[config.mk]
export PLATFORM = sky130hd
export DESIGN_NAME = rs_dec_ctrl_flat
export DESIGN_NICKNAME = d
export VERILOG_FILES = /design/src/rtl/rs_dec_ctrl_if.sv /design/src/rtl/rs_dec_ctrl.sv /design/src/flat_wrapper.sv
export SDC_FILE = /design/constraint.sdc
export NUM_CORES = 1
export LEC_CHECK = 0
export BUFFER_PORTS_ARGS = -buffer_cell sky130_fd_sc_hd__buf_2
export CORE_MARGIN = 1
export CORE_UTILIZATION = 30
export CTS_CLUSTER_DIAMETER = 30
export DETAILED_ROUTE_END_ITERATION = 8
export PLACE_DENSITY_LB_ADDON = 0.05
export SLEW_MARGIN = 30
export SYNTH_ARGS = -nofsm -noshare
export SYNTH_HDL_FRONTEND = slang
export SYNTH_SLANG_ARGS = --single-unit
[constraint.sdc]
create_clock -name clk -period 3.55 [get_ports clk]
set_input_delay 0.1775 -clock clk [delete_from_list [all_inputs] [get_ports clk]]
set_output_delay 0.1775 -clock clk [all_outputs]
set_load 0.1 [all_outputs]
[src/rtl/rs_dec_ctrl_if.sv]
// Bundle of the rx, core and decoded-stream signals around rs_dec_ctrl.
// The controller uses the slave view; whatever drives it uses master.
interface rs_dec_ctrl_if #(
  parameter int DATA_WIDTH = 8,
  parameter int ERR_CNT_W  = 16
);
  logic                  rs_ena;
  logic                  rx_vld;
  logic [DATA_WIDTH-1:0] rx_data;
  logic                  core_in_vld;
  logic [DATA_WIDTH-1:0] core_in_data;
  logic                  core_sof;
  logic                  core_eof;
  logic                  core_out_vld;
  logic [DATA_WIDTH-1:0] core_out_data;
  logic                  core_out_err;
  logic                  dec_vld;
  logic [DATA_WIDTH-1:0] dec_data;
  logic                  dec_isos;
  logic                  RDE_ERROR;
  logic                  busy;
  logic [ERR_CNT_W-1:0]  err_cnt;

  modport slave (
    input  rs_ena, rx_vld, rx_data, core_out_vld, core_out_data, core_out_err,
    output core_in_vld, core_in_data, core_sof, core_eof,
           dec_vld, dec_data, dec_isos, RDE_ERROR, busy, err_cnt
  );

  modport master (
    output rs_ena, rx_vld, rx_data, core_out_vld, core_out_data, core_out_err,
    input  core_in_vld, core_in_data, core_sof, core_eof,
           dec_vld, dec_data, dec_isos, RDE_ERROR, busy, err_cnt
  );
endinterface

[src/rtl/rs_dec_ctrl.sv]
// Frames rx beats into RS codewords for the decoder core, strips parity from its output,
// and bypasses the core when rs_ena is low. Define RS_ERR_CNT_EN to build the error counter.
module rs_dec_ctrl #(
  parameter int DATA_WIDTH = 8,
  parameter int CW_BEATS   = 30,
  parameter int PAR_BEATS  = 2,
  parameter int MAX_INFL   = 4,
  parameter int ERR_CNT_W  = 16
) (
  input  logic          clk,
  input  logic          rstn,
  rs_dec_ctrl_if.slave  bus
);
  localparam int CNT_W     = $clog2(CW_BEATS);
  localparam int INF_W     = $clog2(MAX_INFL + 1);
  localparam int PAY_BEATS = CW_BEATS - PAR_BEATS;

  typedef enum logic [1:0] {BYPASS, ARM, RUN, DRAIN} state_t;

  state_t                 state, state_n;
  logic [CNT_W-1:0]       in_cnt, in_cnt_n, out_cnt, out_cnt_n;
  logic [INF_W-1:0]       infl, infl_n;

  logic                   core_in_vld_q, core_sof_q, core_eof_q;
  logic [DATA_WIDTH-1:0]  core_in_data_q;
  logic                   dec_vld_q, dec_isos_q, rde_q, busy_q;
  logic [DATA_WIDTH-1:0]  dec_data_q;

  logic                   in_vld_n, sof_n, eof_n;
  logic [DATA_WIDTH-1:0]  in_data_n;
  logic                   dec_vld_n, isos_n, rde_n, busy_n;
  logic [DATA_WIDTH-1:0]  dec_data_n;
  logic                   eof_in, wrap_out, payload;
  logic                   out_acc, infl_full;

  // A codeword is outstanding from its sof beat on, so core output may overlap its input.
  assign out_acc   = (state == RUN || state == DRAIN) && bus.core_out_vld &&
                     (infl != '0 || in_cnt != '0);
  assign infl_full = (infl == INF_W'(MAX_INFL));

  // NOTE: every variable gets a default first so no path leaves it unassigned (no latches).
  always_comb begin
    state_n    = state;
    in_cnt_n   = in_cnt;
    out_cnt_n  = out_cnt;
    in_vld_n   = 1'b0;
    sof_n      = 1'b0;
    eof_n      = 1'b0;
    in_data_n  = bus.rx_data;
    dec_vld_n  = 1'b0;
    dec_data_n = dec_data_q;
    isos_n     = 1'b0;
    rde_n      = 1'b0;
    eof_in     = 1'b0;
    wrap_out   = 1'b0;
    payload    = 1'b0;

    unique case (state)
      BYPASS: begin
        dec_vld_n  = bus.rx_vld;
        dec_data_n = bus.rx_data;
        if (bus.rs_ena) state_n = ARM;
      end
      ARM: begin
        if (!bus.rs_ena) begin
          dec_vld_n  = bus.rx_vld;
          dec_data_n = bus.rx_data;
          state_n    = BYPASS;
        end else if (bus.rx_vld) begin
          in_vld_n = 1'b1;
          sof_n    = 1'b1;
          in_cnt_n = CNT_W'(1);
          state_n  = RUN;
        end
      end
      RUN: begin
        if (in_cnt == '0 && !bus.rs_ena) begin
          state_n = DRAIN;
        end else if (bus.rx_vld && !(in_cnt == '0 && infl_full)) begin
          in_vld_n = 1'b1;
          sof_n    = (in_cnt == '0);
          if (in_cnt == CNT_W'(CW_BEATS - 1)) begin
            eof_n    = 1'b1;
            eof_in   = 1'b1;
            in_cnt_n = '0;
            if (!bus.rs_ena) state_n = DRAIN;
          end else begin
            in_cnt_n = in_cnt + 1'b1;
          end
        end
      end
      DRAIN: begin
        if (infl == '0 && out_cnt == '0) state_n = BYPASS;
      end
    endcase

    if (out_acc) begin
      payload   = (out_cnt < CNT_W'(PAY_BEATS));
      dec_vld_n = payload;
      if (payload) dec_data_n = bus.core_out_data;
      rde_n     = payload && bus.core_out_err;
      isos_n    = (out_cnt == '0);
      if (out_cnt == CNT_W'(CW_BEATS - 1)) begin
        out_cnt_n = '0;
        wrap_out  = 1'b1;
      end else begin
        out_cnt_n = out_cnt + 1'b1;
      end
    end

    infl_n = infl;
    if (eof_in && !wrap_out)                      infl_n = infl + 1'b1;
    else if (!eof_in && wrap_out && infl != '0)   infl_n = infl - 1'b1;

    busy_n = (infl_n != '0) || (in_cnt_n != '0) || (out_cnt_n != '0);
  end

  // NOTE: sequential state uses non-blocking assignments so all flops update together.
  always_ff @(posedge clk or negedge rstn) begin
    if (!rstn) begin
      state          <= BYPASS;
      in_cnt         <= '0;
      out_cnt        <= '0;
      infl           <= '0;
      core_in_vld_q  <= 1'b0;
      core_in_data_q <= '0;
      core_sof_q     <= 1'b0;
      core_eof_q     <= 1'b0;
      dec_vld_q      <= 1'b0;
      dec_data_q     <= '0;
      dec_isos_q     <= 1'b0;
      rde_q          <= 1'b0;
      busy_q         <= 1'b0;
    end else begin
      state          <= state_n;
      in_cnt         <= in_cnt_n;
      out_cnt        <= out_cnt_n;
      infl           <= infl_n;
      core_in_vld_q  <= in_vld_n;
      core_in_data_q <= in_data_n;
      core_sof_q     <= sof_n;
      core_eof_q     <= eof_n;
      dec_vld_q      <= dec_vld_n;
      dec_data_q     <= dec_data_n;
      dec_isos_q     <= isos_n;
      rde_q          <= rde_n;
      busy_q         <= busy_n;
    end
  end

  assign bus.core_in_vld  = core_in_vld_q;
  assign bus.core_in_data = core_in_data_q;
  assign bus.core_sof     = core_sof_q;
  assign bus.core_eof     = core_eof_q;
  assign bus.dec_vld      = dec_vld_q;
  assign bus.dec_data     = dec_data_q;
  assign bus.dec_isos     = dec_isos_q;
  assign bus.RDE_ERROR    = rde_q;
  assign bus.busy         = busy_q;

`ifdef RS_ERR_CNT_EN
  logic                 err_hit, ovf_drop;
  logic [ERR_CNT_W-1:0] err_cnt_q, err_cnt_n;

  // Error flag is stable per codeword, so its first output beat is the one to count.
  assign err_hit  = out_acc && bus.core_out_err && (out_cnt == '0);
  assign ovf_drop = (state == RUN) && bus.rx_vld && bus.rs_ena && (in_cnt == '0) && infl_full;

  always_comb begin
    err_cnt_n = err_cnt_q;
    if (err_hit  && !(&err_cnt_n)) err_cnt_n = err_cnt_n + 1'b1;
    if (ovf_drop && !(&err_cnt_n)) err_cnt_n = err_cnt_n + 1'b1;
  end

  always_ff @(posedge clk or negedge rstn) begin
    if (!rstn) err_cnt_q <= '0;
    else       err_cnt_q <= err_cnt_n;
  end

  assign bus.err_cnt = err_cnt_q;
`else
  assign bus.err_cnt = {ERR_CNT_W{1'b0}};
`endif
endmodule

[src/flat_wrapper.sv]
// flat-port wrapper written by rule: the top's interface ports become plain ports
module rs_dec_ctrl_flat 
#(
  parameter int DATA_WIDTH = 8,
  parameter int CW_BEATS   = 30,
  parameter int PAR_BEATS  = 2,
  parameter int MAX_INFL   = 4,
  parameter int ERR_CNT_W  = 16
)
  (clk, rstn, bus_rs_ena, bus_rx_vld, bus_rx_data, bus_core_out_vld, bus_core_out_data, bus_core_out_err, bus_core_in_vld, bus_core_in_data, bus_core_sof, bus_core_eof, bus_dec_vld, bus_dec_data, bus_dec_isos, bus_RDE_ERROR, bus_busy, bus_err_cnt);
  rs_dec_ctrl_if #(.DATA_WIDTH(DATA_WIDTH), .ERR_CNT_W(ERR_CNT_W)) bus_i ();
  input  logic clk;
  input  logic rstn;
  input wire logic [$bits(bus_i.rs_ena)-1:0] bus_rs_ena;
  input wire logic [$bits(bus_i.rx_vld)-1:0] bus_rx_vld;
  input wire logic [$bits(bus_i.rx_data)-1:0] bus_rx_data;
  input wire logic [$bits(bus_i.core_out_vld)-1:0] bus_core_out_vld;
  input wire logic [$bits(bus_i.core_out_data)-1:0] bus_core_out_data;
  input wire logic [$bits(bus_i.core_out_err)-1:0] bus_core_out_err;
  output wire logic [$bits(bus_i.core_in_vld)-1:0] bus_core_in_vld;
  output wire logic [$bits(bus_i.core_in_data)-1:0] bus_core_in_data;
  output wire logic [$bits(bus_i.core_sof)-1:0] bus_core_sof;
  output wire logic [$bits(bus_i.core_eof)-1:0] bus_core_eof;
  output wire logic [$bits(bus_i.dec_vld)-1:0] bus_dec_vld;
  output wire logic [$bits(bus_i.dec_data)-1:0] bus_dec_data;
  output wire logic [$bits(bus_i.dec_isos)-1:0] bus_dec_isos;
  output wire logic [$bits(bus_i.RDE_ERROR)-1:0] bus_RDE_ERROR;
  output wire logic [$bits(bus_i.busy)-1:0] bus_busy;
  output wire logic [$bits(bus_i.err_cnt)-1:0] bus_err_cnt;
  assign bus_i.rs_ena = bus_rs_ena;
  assign bus_i.rx_vld = bus_rx_vld;
  assign bus_i.rx_data = bus_rx_data;
  assign bus_i.core_out_vld = bus_core_out_vld;
  assign bus_i.core_out_data = bus_core_out_data;
  assign bus_i.core_out_err = bus_core_out_err;
  assign bus_core_in_vld = bus_i.core_in_vld;
  assign bus_core_in_data = bus_i.core_in_data;
  assign bus_core_sof = bus_i.core_sof;
  assign bus_core_eof = bus_i.core_eof;
  assign bus_dec_vld = bus_i.dec_vld;
  assign bus_dec_data = bus_i.dec_data;
  assign bus_dec_isos = bus_i.dec_isos;
  assign bus_RDE_ERROR = bus_i.RDE_ERROR;
  assign bus_busy = bus_i.busy;
  assign bus_err_cnt = bus_i.err_cnt;
  rs_dec_ctrl #(.DATA_WIDTH(DATA_WIDTH), .CW_BEATS(CW_BEATS), .PAR_BEATS(PAR_BEATS), .MAX_INFL(MAX_INFL), .ERR_CNT_W(ERR_CNT_W)) u_core (.clk(clk), .rstn(rstn), .bus(bus_i));
endmodule
* Yosys cells after proc, flatten, opt, wreduce, memory -nomap -nowiden
Index checks and enable logic that the tools add are counted.
** Storage, ports and cells
- Register bits :: 38
- Input bits :: 22
- Output and inout port bits :: 39
** Operators by class
- Add/subtract/negate cells :: 4
- $lt $le $gt $ge :: 1
- Equal/unequal tests :: 12
- Multiplexer cells :: 42
- Reduce and logical (&&, ||, !) cells :: 28
** Operators by type and width (number)
- $mux 5 :: 7
- $mux 8 :: 3
- $mux 1 :: 16
- $mux 2 :: 8
- $pmux 8 s2 :: 1
- $reduce_bool 5->1 :: 3
- $ne 3x3->1 const B :: 4
- $add 5x1->5 const B :: 2
- $eq 5x5->1 const B :: 2
- $logic_and 1x1->1 :: 10
- $logic_not 5->1 :: 2
- $pmux 5 s2 :: 1
- $pmux 2 s4 :: 1
- $mux 3 :: 2
- $pmux 1 s2 :: 3
- $reduce_and 6->1 :: 1
- $reduce_bool 3->1 :: 2
- $lt 5x5->1 const B :: 1
- $eq 2x2->1 const B :: 2
- $logic_not 1->1 :: 4
- $logic_or 1x1->1 :: 4
- $ne 2x2->1 const B :: 2
- $add 3x1->3 const B :: 1
- $eq 3x3->1 const B :: 1
- other kinds (4) :: 4

* Depth between registers and ports, before layout
Gate-level depths: netlist of the first run.
- Word-level depth :: 15
- Depth in mapped cells :: 10
- Depth with buffers taken out :: 8

* Worst setup path after synthesis of the first run
OpenSTA, ideal clock, no wires.
- Path kind :: flip-flop to flip-flop
- Start point :: reg u_core.state[0]
- End point :: reg u_core.busy_q (netlist: u_core.bus.busy)
- Setup time :: 136 ps
- Data arrival time :: 1916 ps
- Data required time :: 3414 ps
- Path slack :: 1498 ps
- Stages on the path, launching flop included :: 10
- Buffers on the path :: 1
- Path through :: dfrtp_1 > inv_1 > ha_1 > clkbuf_8 > and2_1 > a211o_1 > mux2i_1 > o221ai_1 > nor4_1 > nand4_1
** Between the ends
- Cells in the longest elaborated chain, start to end :: 12
- Elaborated cells between the ends (all ways) :: 22
- Those cells by class :: eq/ne (3); mux (6); reduce/logical (13)
** Ends and longest elaborated chain
- from (decl) :: line rs_dec_ctrl.sv:20 : state_t state, state_n;
- from (signal assigned) :: line rs_dec_ctrl.sv:135 : state <= state_n;
- $eq 2x2->1, on equally long branches :: line rs_dec_ctrl.sv:37, rs_dec_ctrl.sv:58
- $logic_or 1x1->1 :: line rs_dec_ctrl.sv:37 : assign out_acc = (state == RUN || state == DRAIN) && bus.core_out_vld &&
- $logic_and 1x1->1 (2 in series) :: line rs_dec_ctrl.sv:37
- $mux 1 :: line rs_dec_ctrl.sv:97 : if (out_acc) begin
- $logic_and 1x1->1 (2 in series) :: line rs_dec_ctrl.sv:113 : else if (!eof_in && wrap_out && infl != '0) infl_n = infl - 1'b1;
- $mux 3 :: line rs_dec_ctrl.sv:113
- $mux 3 (*) :: line rs_dec_ctrl.sv:112 : if (eof_in && !wrap_out) infl_n = infl + 1'b1;
- named net u_core.infl_n[2] :: line rs_dec_ctrl.sv:22 : logic [INF_W-1:0] infl, infl_n;
- $reduce_bool 3->1 (*) :: line rs_dec_ctrl.sv:115 : busy_n = (infl_n != '0) || (in_cnt_n != '0) || (out_cnt_n != '0);
- $logic_or 1x1->1 (*) (2 in series) :: line rs_dec_ctrl.sv:115
- named net u_core.busy_n :: line rs_dec_ctrl.sv:31 : logic dec_vld_n, isos_n, rde_n, busy_n;
- to (signal assigned) :: line rs_dec_ctrl.sv:147 : busy_q <= busy_n;
- to (decl) :: line rs_dec_ctrl.sv:26 : logic dec_vld_q, dec_isos_q, rde_q, busy_q;
The timed path passes the listed nets; every way through them passes the cells marked *.
A chain may end at the register's enable or synchronous reset.

* Worst setup path in the final report of the first run
- Start point :: reg u_core.in_cnt[1]
- End point :: reg u_core.busy_q (netlist: u_core.bus.busy)
** Between the ends
- Cells in the longest elaborated chain, start to end :: 15
- Elaborated cells between the ends (all ways) :: 34
- Those cells by class :: add/sub (1); eq/ne (1); mux (14); reduce/logical (18)
** Ends and longest elaborated chain
- from (decl) :: line rs_dec_ctrl.sv:21 : logic [CNT_W-1:0] in_cnt, in_cnt_n, out_cnt, out_cnt_n;
- from (signal assigned) :: line rs_dec_ctrl.sv:136 : in_cnt <= in_cnt_n;
- $logic_not 5->1 :: line rs_dec_ctrl.sv:77, rs_dec_ctrl.sv:79
- $logic_and 1x1->1 :: line rs_dec_ctrl.sv:79 : end else if (bus.rx_vld && !(in_cnt == '0 && infl_full)) begin
- $logic_not 1->1 :: line rs_dec_ctrl.sv:79
- $logic_and 1x1->1 :: line rs_dec_ctrl.sv:79
- $mux 1 :: line rs_dec_ctrl.sv:79
- $mux 1 :: line rs_dec_ctrl.sv:77 : if (in_cnt == '0 && !bus.rs_ena) begin
- $mux 1 :: line rs_dec_ctrl.sv:58 : unique case (state)
- $logic_not 1->1 :: line rs_dec_ctrl.sv:113
- $logic_and 1x1->1 (2 in series) :: line rs_dec_ctrl.sv:113
- $mux 3 :: line rs_dec_ctrl.sv:113
- $mux 3 :: line rs_dec_ctrl.sv:112
- $reduce_bool 3->1 :: line rs_dec_ctrl.sv:115
- $logic_or 1x1->1 :: line rs_dec_ctrl.sv:115
- $logic_or 1x1->1 (*) :: line rs_dec_ctrl.sv:115
- named net u_core.busy_n :: line rs_dec_ctrl.sv:31
Marks and branches as above.

==> key figures, run 1 <==
Outcome
  – Status: completed

Routing
  – Avg WL per Cell: ~14 µm
  – Detail Route Antenna Nets: 0
  – Avg Vias per Cell: 4.779
  – First-pass DRT Iterations: 4
  – Total vias in the final route: 1,749
  – Iteration-0 DRC Markers: 119
  – DRC: 0
  – DRT Wirelength: 5.173 mm

Global route
  – GRT met3 Usage: 3.487%
  – GRT met1 Usage: 19.61%
  – First-pass GRT wire length: 8.114 mm
  – Busiest layer in global routing: met2
  – GR Overflow Total: 0
  – Largest net degree at the start of global routing: 39
  – GRT Util Overall: 14.07%
  – Grt met2 use: 21.02%
  – Vias in the first global route: 1,627
  – Initial antenna violation count: 0

Yosys
  – Yosys cell types: 55
  – Synth top area cells: dfrtp_1, ha_1, buf_4, o21ai_0, nand2_1
  – Yosys warning total: 0
  – Xor/xnor share of the synthesized area: 0.7982%
  – Synth Instances: 219
  – Seq/Total Area, Yosys: ~43%
  – #FFs+latches synth: 38
  – Post-synthesis adder-cell area fraction: 7.982%
  – Largest family of logic cells by synthesized area: compound AO/OA/AOI/OAI gates
  – Top_reg_cell synth: dfrtp_1
  – Number of synthesized flops with an enable pin: 0
  – Simple-Gate Fraction of Synth Area: 14.82%
  – Cell taking the most area after synthesis: dfrtp_1
  – Synthesized cell area: 2195 µm²
  – Top-area cell type share of the netlist area: 43.33%
  – Synth async-reset ratio: 100.0%
  – Post-synthesis mux area share: 2.794%
  – Synth Area in Compound Gates: 19.16%
  – Avg Inst Size Synth: 10.02 µm²

Clock tree
  – Clk slew on worst S/H paths: approximately 0.09 ns
  – H-tree Lvls: 2
  – TritonCTS clock tree: yes
  – Total CTS buffers: 5
  – Maximum clock path buffer count: 2
  – Post-CTS sizing: 0
  – Total clock sinks: 38
  – CTS Hold Bufs: 8
  – Clk root buf: clkbuf_8
  – Post-CTS setup buffers: 0
  – Worst-skew pair later-pin latency: 0.29 ns

Finish
  – N_diodes: 0
  – Multi-input gate area: 1060 µm²
  – Seq. cell area: roughly 950 µm²
  – Nets: 305
  – Share of cells above drive strength 1: around a quarter
  – Layout area overhead: 20.18%
  – Filler cells: 700
  – Core Util, Final: 37.98%
  – Final Cell Area: 2638 µm²

STA
  – Setup TNS Final: 0 ns
  – Slew margin rel.: 47.66%
  – Worst slew pin tran: 0.7632 ns
  – RSZ-0062 raised after global routing: no
  – Tmin final: approximately 2.6 ns
  – Period utilisation layout: 72.05%
  – Slew Limit Fails: 0
  – Skew final: 0.008815 ns
  – Max frequency: 0.3910 GHz
  – Finish-stage setup viols: 0
  – Hold Vio Cnt, Final: 0

Power and ir drop
  – Static leakage: 1.255 nW
  – Power Total: 2.308 mW
  – P per Cell Area: around 900 nW/µm²
  – Peak supply drop: 225.1 µV

Placement
  – Hpwl dp: 3.618 mm
  – Post-DP Area: roughly 2400 µm²
  – PortBufs: 44
  – RD Place Congestion: 0.8667

Flow run
  – Max_cap viols: 0

Worst setup path
  – Slowest cell on the critical path: a21o_1
  – Top delay family on crit path: compound AO/OA/AOI/OAI gates
  – Worst-path cell chain: inv_1 -> ha_1 -> nor4b_1 -> a21o_1 -> o21ai_0 -> mux2i_1 -> a32o_1 -> nand4_1
  – Critical path fanouts, max: 18
  – Critical path type: reg -> reg
  – Buf/Inv on CP: 1
  – Startpoint Class: register
  – Crit path required time: 3.71 ns
  – Worst setup EP type: register
  – CP Data Arrival Time: around 2.7 ns
  – Max incr delay on CP: 0.54 ns

Floorplanning
  – Starting density of the core: 31.60%
  – Core area: ~7000 µm²
  – Die height: 87.53 µm
  – Die area: 7662 µm²
  – Die width: 87.53 µm
  – FP Rows: 30
  – # IOs: 61

Worst hold path
  – Min-delay worst type: in -> reg
## through the flow
step	worst slack (ns)	instances	hold slack, ns
floorplan	1.498	234	-0.1181
global placement	1.101	349	0.3045
detailed placement	1.013	349	0.3034
CTS	1.001	365	0.04390
global route	0.7346	366	0.07953
finish	0.9923	366	0.08166
## worst min-delay path, cell delays in order
cell and delay (ns):
buf_2 0.07, nand2_1 0.03, o21ai_0 0.05
## cells by family after synthesis
family / Yosys count
other: 1
buffers and inverters: 39
adder cells (fa/ha/maj): 14
flip-flops: 38
XOR/XNOR: 2
AO/OA/AOI/OAI: 58
multiplexers: 6
AND/OR/NAND/NOR: 61
## layout by cell type (no fill, tap or decap), types with 2 or more instances in the layout
cell type / netlist / routed
a22oi_1: 9 / 9
a31oi_1: 3 / 3
inv_1: 13 / 13
o21ai_0: 17 / 17
buf_2: 3 / 43
ha_1: 14 / 14
nand3_1: 3 / 3
buf_4: 17 / 2
clkbuf_8: 1 / 5
mux2i_1: 5 / 5
nor2_1: 10 / 10
conb_1: 1 / 16
a211oi_1: 3 / 3
a32o_1: 2 / 2
nand2b_1: 3 / 3
bufinv_16: 0 / 2
xnor2_1: 2 / 2
nand2_1: 22 / 22
dlygate4sd3_1: 0 / 9
nand4_1: 3 / 3
and2_1: 4 / 4
a21oi_1: 2 / 2
nor3_1: 2 / 2
o31ai_1: 3 / 3
nor4_1: 2 / 2
dfrtp_1: 38 / 38
o2111a_1: 2 / 2
a21o_1: 2 / 2
nor2b_1: 4 / 4
## flip-flops by register name, indices dropped and copies added (netlist names), named ones only
signal and flops:
u_core.bus.RDE_ERROR 1, u_core.bus.busy 1, u_core.bus.core_eof 1, u_core.bus.core_in_data 8, u_core.bus.core_in_vld 1, u_core.bus.core_sof 1
u_core.bus.dec_data 8, u_core.bus.dec_isos 1, u_core.bus.dec_vld 1, u_core.in_cnt 5, u_core.infl 3, u_core.out_cnt 5
u_core.state 1
## power by group
part	total, mW	internal (mW)	switching [mW]
clock	0.448	0.282	0.167
sequential	0.635	0.542	0.0929
combinational	1.22	0.286	0.939
total	2.31	1.11	1.20
## layout make-up
| class | instances | area share (%) |
|---|---|---|
| Tap cell | 96 | 4.554 |
| Timing Repair Buffer | 54 | 12.14 |
| Multi-Input combinational cell | 157 | 40.18 |
| Clock inverter | 3 | 2.609 |
| Inverter | 13 | 1.850 |
| Sequential cell | 38 | 36.05 |
| Clock buffer | 5 | 2.609 |
## synth_stat cells (4+ instances only)
library cell	n
dfrtp_1	38
nand2_1	22
buf_4	17
o21ai_0	17
ha_1	14
inv_1	13
nor2_1	10
a22oi_1	9
mux2i_1	5
and2_1	4
nor2b_1	4
## layer usage
metal,wire length [µm],up-vias
met4,96,0
met2,2305,55
met3,246,8
li1,-,851
met1,2524,835
met5,0,-
## path summary, 6_finish.rpt
kind / slack (ns) / end / start / depth (start not counted)
max: 0.99 / u_core.bus.busy$_DFF_PN0_ / u_core.in_cnt[1]$_DFF_PN0_ / 8
min: 0.08 / u_core.bus.dec_data[5]$_DFF_PN0_ / bus_core_out_data[5] / 3
max reg2reg: 0.99 / u_core.bus.busy$_DFF_PN0_ / u_core.in_cnt[1]$_DFF_PN0_ / 8
min reg2reg: 0.56 / u_core.out_cnt[1]$_DFF_PN0_ / u_core.out_cnt[1]$_DFF_PN0_ / 2
max in group asynchronous: 2.79 / u_core.infl[1]$_DFF_PN0_ / rstn / 2
min in group asynchronous: 0.40 / u_core.bus.core_in_vld$_DFF_PN0_ / rstn / 2
Note: power is estimated with default switching activity, not from simulation.
==> run 2, diff against run 1 <==
==> constraint.sdc (replaced) <==
create_clock -name clk -period 2.5 [get_ports clk]
set_input_delay 0.125 -clock clk [delete_from_list [all_inputs] [get_ports clk]]
set_output_delay 0.125 -clock clk [all_outputs]
set_load 0.1 [all_outputs]
==> run 2 against run 1 <==
  * Cell count is 1.6% higher
  * Hold slack got worse by 0.048 ns
  * Critical path depth rose by 1
  * Largest power group unchanged
==> key figures, run 2 (synthesis gave the netlist of run 1 again) <==
Finish
  – N_diodes: 0 (unchanged)
  – Layout area overhead: 21.49% (was 20.18%)
  – Commonest non-fill, non-tap cell in the layout: buf_2 (unchanged)
  – Most frequent cells in the layout: buf_2, dfrtp_1, nand2_1 (unchanged)
  – Nets: 311 (was 305)
  – Finished Layout Cells: 372 (was 366)
  – Share of cells above drive strength 1: 26.09% (was 23.70%)

Worst hold path
  – Hold Path Stages: 2 (was 3)
  – Min-delay worst type: in -> reg (unchanged)
  – Hold EP: u_core.bus.RDE_ERROR$_DFF_PN0_ (was u_core.bus.dec_data[5]$_DFF_PN0_)
  – Worst Hold Launch: bus_core_out_err (was bus_core_out_data[5])

STA
  – Max frequency: 0.4374 GHz (was 0.3910 GHz)
  – Slew margin rel.: 66.42% (was 47.66%)
  – Slew Limit Fails: 0 (unchanged)
  – RSZ-0062 raised after global routing: no (unchanged)
  – Skew final: 0.01075 ns (was 0.008815 ns)
  – Tmin final: 2.286 ns (was 2.558 ns)
  – Worst slew pin tran: 0.5037 ns (was 0.7632 ns)
  – WHS: 0.03353 ns (was 0.08166 ns)
  – Finish-stage setup viols: 0 (unchanged)
  – Hold Vio Cnt, Final: 0 (unchanged)
  – Setup TNS Final: 0 ns (unchanged)
  – Period utilisation layout: 91.45% (was 72.05%)

Worst setup path
  – Critical R2R Capture: u_core.bus.busy$_DFF_PN0_ (unchanged)
  – Critical path fanouts, max: 12 (was 18)
  – Startpoint Class: register (unchanged)
  – Crit path required time: 2.66 ns (was 3.71 ns)
  – Worst-path cell chain: inv_1 -> ha_1 -> o21ai_0 -> a21o_2 -> buf_4 -> a21oi_1 -> mux2i_1 -> nor4_1 -> nand4_1 (was inv_1 -> ha_1 -> nor4b_1 -> a21o_1 -> o21ai_0 -> mux2i_1 -> a32o_1 -> nand4_1)
  – Worst setup EP type: register (unchanged)
  – R2R setup slack: 0.21 ns (was 0.99 ns)
  – Max incr delay on CP: 0.41 ns (was 0.54 ns)
  – R2r startpoint: u_core.state[0]$_DFFE_PN0P_ (was u_core.in_cnt[1]$_DFF_PN0_)
  – Critical path type: reg -> reg (unchanged)
  – CP Data Arrival Time: 2.45 ns (was 2.72 ns)
  – Slowest cell on the critical path: ha_1 (was a21o_1)
  – Reg2reg path depth: 9 (was 8)

Routing
  – Detail Route Antenna Nets: 0 (unchanged)
  – Total vias in the final route: 1,742 (was 1,749)
  – DRC: 0 (unchanged)
  – DRT Wirelength: 5.115 mm (was 5.173 mm)
  – Avg Vias per Cell: 4.683 (was 4.779)
  – First-pass DRT Iterations: 4 (unchanged)
  – Iteration-0 DRC Markers: 104 (was 119)
  – Avg WL per Cell: 13.75 µm (was 14.13 µm)

Global route
  – First-pass GRT wire length: 8.355 mm (was 8.114 mm)
  – Vias in the first global route: 1,644 (was 1,627)
  – Initial antenna violation count: 0 (unchanged)
  – GRT Util Overall: 14.12% (was 14.07%)
  – GR Overflow Total: 0 (unchanged)
  – Largest net degree at the start of global routing: 39 (unchanged)

Power and ir drop
  – Static leakage: 1.267 nW (was 1.255 nW)
  – Power Total: 3.233 mW (was 2.308 mW)
  – Peak supply drop: 341.2 µV (was 225.1 µV)
  – P per Cell Area: 1212 nW/µm² (was 875.0 nW/µm²)

Placement
  – RD Place Congestion: 0.8060 (was 0.8667)
  – PortBufs: 44 (unchanged)
  – Post-Place Cells: 355 (was 349)
  – Hpwl dp: 3.688 mm (was 3.618 mm)

Floorplanning
  – FP Rows: 30 (unchanged)
  – Core area: 6944 µm² (unchanged)
  – Die width: 87.53 µm (unchanged)
  – # IOs: 61 (unchanged)
  – Die height: 87.53 µm (unchanged)
  – Die area: 7662 µm² (unchanged)
  – Starting density of the core: 31.60% (unchanged)

Clock tree
  – Maximum clock path buffer count: 2 (unchanged)
  – H-tree Lvls: 2 (unchanged)
  – Clk slew on worst S/H paths: 0.09 ns (about the same)
  – Clk root buf: clkbuf_8 (unchanged)
  – TritonCTS clock tree: yes (unchanged)
  – Post-CTS setup buffers: 0 (unchanged)
  – Total CTS buffers: 5 (unchanged)
  – Total clock sinks: 38 (unchanged)
  – Worst-skew pair later-pin latency: 0.29 ns (about the same)

Flow run
  – Max_cap viols: 0 (unchanged)

Outcome
  – Status: completed (unchanged)
[run 2: final cells by class]
cell class / count / area [µm²]
Inverter: 13 / 48.80
Clock inverter: 3 / 45.04
Clock buffer: 5 / 68.82
Timing Repair Buffer: 60 / 365.4
Fill cell: 725 / 4278
Multi-Input combinational cell: 157 / 1067
Sequential cell: 38 / 950.9
Tap cell: 96 / 120.1
[run 2: metrics by stage]
stage,setup WS [ns],cell area [µm²],utilization (%)
final,0.2139,2666,38.40
after global routing,0.04997,2666,38.40
after CTS,0.01929,2656,38.25
after detailed placement,0.04569,2452,35.32
after global placement,0.04771,2452,35.32
after floorplan,0.4481,2251,-
[run 2: layer usage]
layer | up-vias | routed length [µm] | global-route usage, %
met5 | - | 0 | 0
li1 | 858 | - | -
met3 | 4 | 258 | 3.393
met4 | 0 | 36 | 3.577
met1 | 823 | 2528 | 20.76
met2 | 57 | 2292 | 20.74
[run 2: report_power, final]
| group | leakage [nW] | switching [mW] | internal, mW |
|---|---|---|---|
| Sequential | 0.463 | 0.124 | 0.770 |
| Combinational | 0.753 | 1.35 | 0.458 |
| Clock | 0.0504 | 0.231 | 0.297 |
[run 2: worst max path at each step]
stage,start,endpoint,slack (ns)
final,u_core.state[0]$_DFFE_PN0P_,u_core.bus.busy$_DFF_PN0_,0.21
after global routing,u_core.state[0]$_DFFE_PN0P_,u_core.bus.busy$_DFF_PN0_,0.05
after CTS,u_core.in_cnt[1]$_DFF_PN0_,u_core.bus.busy$_DFF_PN0_,0.02
after detailed placement,u_core.in_cnt[1]$_DFF_PN0_,u_core.bus.busy$_DFF_PN0_,0.05
after global placement,u_core.in_cnt[1]$_DFF_PN0_,u_core.bus.busy$_DFF_PN0_,0.05
after floorplan,u_core.state[0]$_DFFE_PN0P_,u_core.bus.busy$_DFF_PN0_,0.45
[run 2: what timing repair did]
item                                    CTS  global route
endpoints found under the hold margin    14             0
hold buffers                              9             0
resized for setup                         0             2
endpoints found under the setup margin    0             3
[run 2: critical path, delay by kind of cell (launching register included)]
kind                       cells  cell delay, ns
buffers and inverters          2            0.28
AOI/OAI and AO/OA              3            0.61
adders and majority gates      1            0.41
DFF                            1            0.38
and+or+nand+nor                2            0.40
muxes                          1            0.10
==> run 3, diff against run 2 <==
--- a/config.mk
+++ b/config.mk
@@ -7,7 +7,7 @@
 export LEC_CHECK = 0
 export BUFFER_PORTS_ARGS = -buffer_cell sky130_fd_sc_hd__buf_2
 export CORE_MARGIN = 1
-export CORE_UTILIZATION = 30
+export CORE_UTILIZATION = 52
 export CTS_CLUSTER_DIAMETER = 30
 export DETAILED_ROUTE_END_ITERATION = 8
 export PLACE_DENSITY_LB_ADDON = 0.05
==> constraint.sdc (replaced) <==
create_clock -name clk -period 2.5 [get_ports clk]
set_input_delay 0.125 -clock clk [delete_from_list [all_inputs] [get_ports clk]]
set_output_delay 0.125 -clock clk [all_outputs]
set_load 0.05 [all_outputs]
==> run 3 against run 2 <==
  * Non-clock buffer count grew 1
  * Wire length shrank 6.1%
  * Combinational power shrank 22%
  * Clock skew shrank 0.0066 ns
  * Sequential power grew 1%
  * Die area shrank 41%
  * Clock power shrank 1%
==> key figures, run 3 (synthesis gave the netlist of run 1 again) <==
Worst setup path
  – Startpoint Class: register (unchanged)
  – Critical path fanouts, max: 10 (was 12)
  – Reg2reg path depth: 9 (unchanged)
  – CP Data Arrival Time: 2.39 ns (was 2.45 ns)
  – Worst setup EP type: register (unchanged)
  – Critical path type: reg -> reg (unchanged)
  – Crit path required time: 2.65 ns (was 2.66 ns)

Finish
  – Filler cells: 345 (was 725)
  – Share of cells above drive strength 1: 25.72% (was 26.09%)
  – Commonest non-fill, non-tap cell in the layout: buf_2 (unchanged)
  – Layout area overhead: 18.81% (was 21.49%)
  – Multi-input gate area: 1062 µm² (was 1067 µm²)
  – N_diodes: 0 (unchanged)
  – Most frequent cells in the layout: buf_2, dfrtp_1, nand2_1 (unchanged)
  – Seq. cell area: 950.9 µm² (unchanged)
  – Nets: 312 (was 311)

Worst hold path
  – Min-delay worst type: in -> reg (unchanged)
  – Hold Path Stages: 2 (unchanged)

Power and ir drop
  – P per Cell Area: 1087 nW/µm² (was 1212 nW/µm²)
  – Sw power: 1.284 mW (was 1.708 mW)
  – Sw Share: 45.32% (was 52.83%)
  – Power Total: 2.834 mW (was 3.233 mW)
  – Sequential power share: 31.9% (was 27.7%)
  – Power share of the combinational group: 49.6% (was 56.0%)
  – Peak supply drop: 409.5 µV (was 341.2 µV)
  – Static leakage: 1.276 nW (was 1.267 nW)
  – Clock network power share: 18.4% (was 16.3%)
  – Internal Power: 1.550 mW (was 1.525 mW)

Clock tree
  – Clk root buf: clkbuf_8 (unchanged)
  – Worst-skew pair later-pin latency: 0.28 ns (was 0.29 ns)
  – Total clock sinks: 38 (unchanged)
  – Post-CTS setup buffers: 0 (unchanged)
  – Clk slew on worst S/H paths: 0.07 ns (was 0.09 ns)
  – H-tree Lvls: 2 (unchanged)
  – Total CTS buffers: 5 (unchanged)
  – Maximum clock path buffer count: 2 (unchanged)
  – TritonCTS clock tree: yes (unchanged)

STA
  – Slew margin rel.: 44.20% (was 66.42%)
  – Hold Vio Cnt, Final: 0 (unchanged)
  – Tmin final: 2.243 ns (was 2.286 ns)
  – Max frequency: 0.4458 GHz (was 0.4374 GHz)
  – Slew Limit Fails: 0 (unchanged)
  – RSZ-0062 raised after global routing: no (unchanged)
  – Period utilisation layout: 89.72% (was 91.45%)
  – Finish-stage setup viols: 0 (unchanged)
  – Setup TNS Final: 0 ns (unchanged)
  – Skew final: 0.004190 ns (was 0.01075 ns)
  – Worst slew pin tran: 0.8370 ns (was 0.5037 ns)

Flow run
  – Max_cap viols: 0 (unchanged)

Floorplanning
  – Die width: 66.97 µm (was 87.53 µm)
  – Die height: 66.97 µm (was 87.53 µm)
  – Core area: 4029 µm² (was 6944 µm²)
  – # IOs: 61 (unchanged)
  – Starting density of the core: 54.47% (was 31.60%)
  – FP Rows: 23 (was 30)
  – Die area: 4484 µm² (was 7662 µm²)

Placement
  – Hpwl dp: 3.410 mm (was 3.688 mm)
  – PortBufs: 44 (unchanged)
  – RD Place Congestion: 0.8464 (was 0.8060)

Global route
  – First-pass GRT wire length: 7.652 mm (was 8.355 mm)
  – GRT Util Overall: 22.82% (was 14.12%)
  – Largest net degree at the start of global routing: 39 (unchanged)
  – GR Overflow Total: 0 (unchanged)
  – Initial antenna violation count: 0 (unchanged)
  – Vias in the first global route: 1,623 (was 1,644)

Routing
  – Avg WL per Cell: 14.73 µm (was 13.75 µm)
  – First-pass DRT Iterations: 4 (unchanged)
  – DRC: 0 (unchanged)
  – Detail Route Antenna Nets: 0 (unchanged)
  – Iteration-0 DRC Markers: 116 (was 104)
  – Avg Vias per Cell: 5.429 (was 4.683)
  – DRT Wirelength: 4.802 mm (was 5.115 mm)
  – Total vias in the final route: 1,770 (was 1,742)

Outcome
  – Status: completed (unchanged)
-- run 3: layout make-up --
| class | instances | share of cell area [%] |
|---|---|---|
| clock inverters | 1 | 1.152 |
| inverters | 13 | 1.871 |
| clock buffers | 6 | 3.167 |
| multi-input cells | 157 | 40.74 |
| well taps | 50 | 2.399 |
| flip-flops and latches | 38 | 36.47 |
| repair buffers | 61 | 14.20 |
-- run 3: metal layers --
| layer | up-vias | part of all wire [%] | wire, µm | track usage [%] |
|---|---|---|---|---|
| met1 | 849 | 47 | 2271 | 31.59 |
| li1 | 861 | - | - | - |
| met5 | - | 0 | 0 | 0 |
| met2 | 53 | 46 | 2232 | 35.61 |
| met3 | 7 | 4.9 | 237 | 4.623 |
| met4 | 0 | 1.3 | 61 | 6.649 |
-- run 3: path summary, 6_finish.rpt --
path                                                  start                               end  slack [ns]
worst min-delay path                       bus_core_out_err    u_core.bus.RDE_ERROR$_DFF_PN0_        0.05
min in group asynchronous                              rstn  u_core.bus.core_in_vld$_DFF_PN0_        0.50
worst max-delay path            u_core.state[0]$_DFFE_PN0P_         u_core.bus.busy$_DFF_PN0_        0.26
worst min register to register  u_core.out_cnt[1]$_DFF_PN0_       u_core.out_cnt[1]$_DFF_PN0_        0.54
max in group asynchronous                              rstn        u_core.in_cnt[1]$_DFF_PN0_        1.47
worst max register to register  u_core.state[0]$_DFFE_PN0P_         u_core.bus.busy$_DFF_PN0_        0.26
-- run 3: timing repair --
action | in CTS | in global routing
endpoints found under the hold margin | 46 | 0
endpoints found under the setup margin | 0 | 1
hold buffers | 9 | 0
gates resized for setup | 0 | 1
-- run 3: power groups by stage --
stage	registers, mW	logic [mW]	clock network (mW)
final	0.905	1.41	0.522
after global routing	0.936	1.53	0.561
after CTS	0.904	1.40	0.538
after detailed placement	0.916	1.39	0
after global placement	0.912	1.38	0
after floorplan	1.20	0.761	0
-- run 3: worst max-delay path: stages (launching register included) --
cell and delay [ns]:
dfrtp_1 0.44, inv_1 0.13, ha_2 0.28, o21ai_0 0.15
a21o_1 0.29, buf_4 0.21, a21oi_1 0.12, mux2i_1 0.11
nor4_1 0.27, nand4_1 0.12
-- run 3: per-stage QoR --
stage | setup WS, ns | instance area, µm² | util, % | hold WS, ns | instances
2_1_floorplan | 0.4481 | 2251 | - | -0.1706 | 234
5_1_grt | 0.03237 | 2608 | 64.72 | 0.04086 | 326
3_5_place_dp | 0.1849 | 2402 | 59.63 | 0.2487 | 310
4_1_cts | 0.1641 | 2605 | 64.66 | 0.03522 | 326
6_report | 0.2570 | 2608 | 64.72 | 0.04567 | 326
3_3_place_gp | 0.2407 | 2402 | 59.63 | 0.2498 | 310
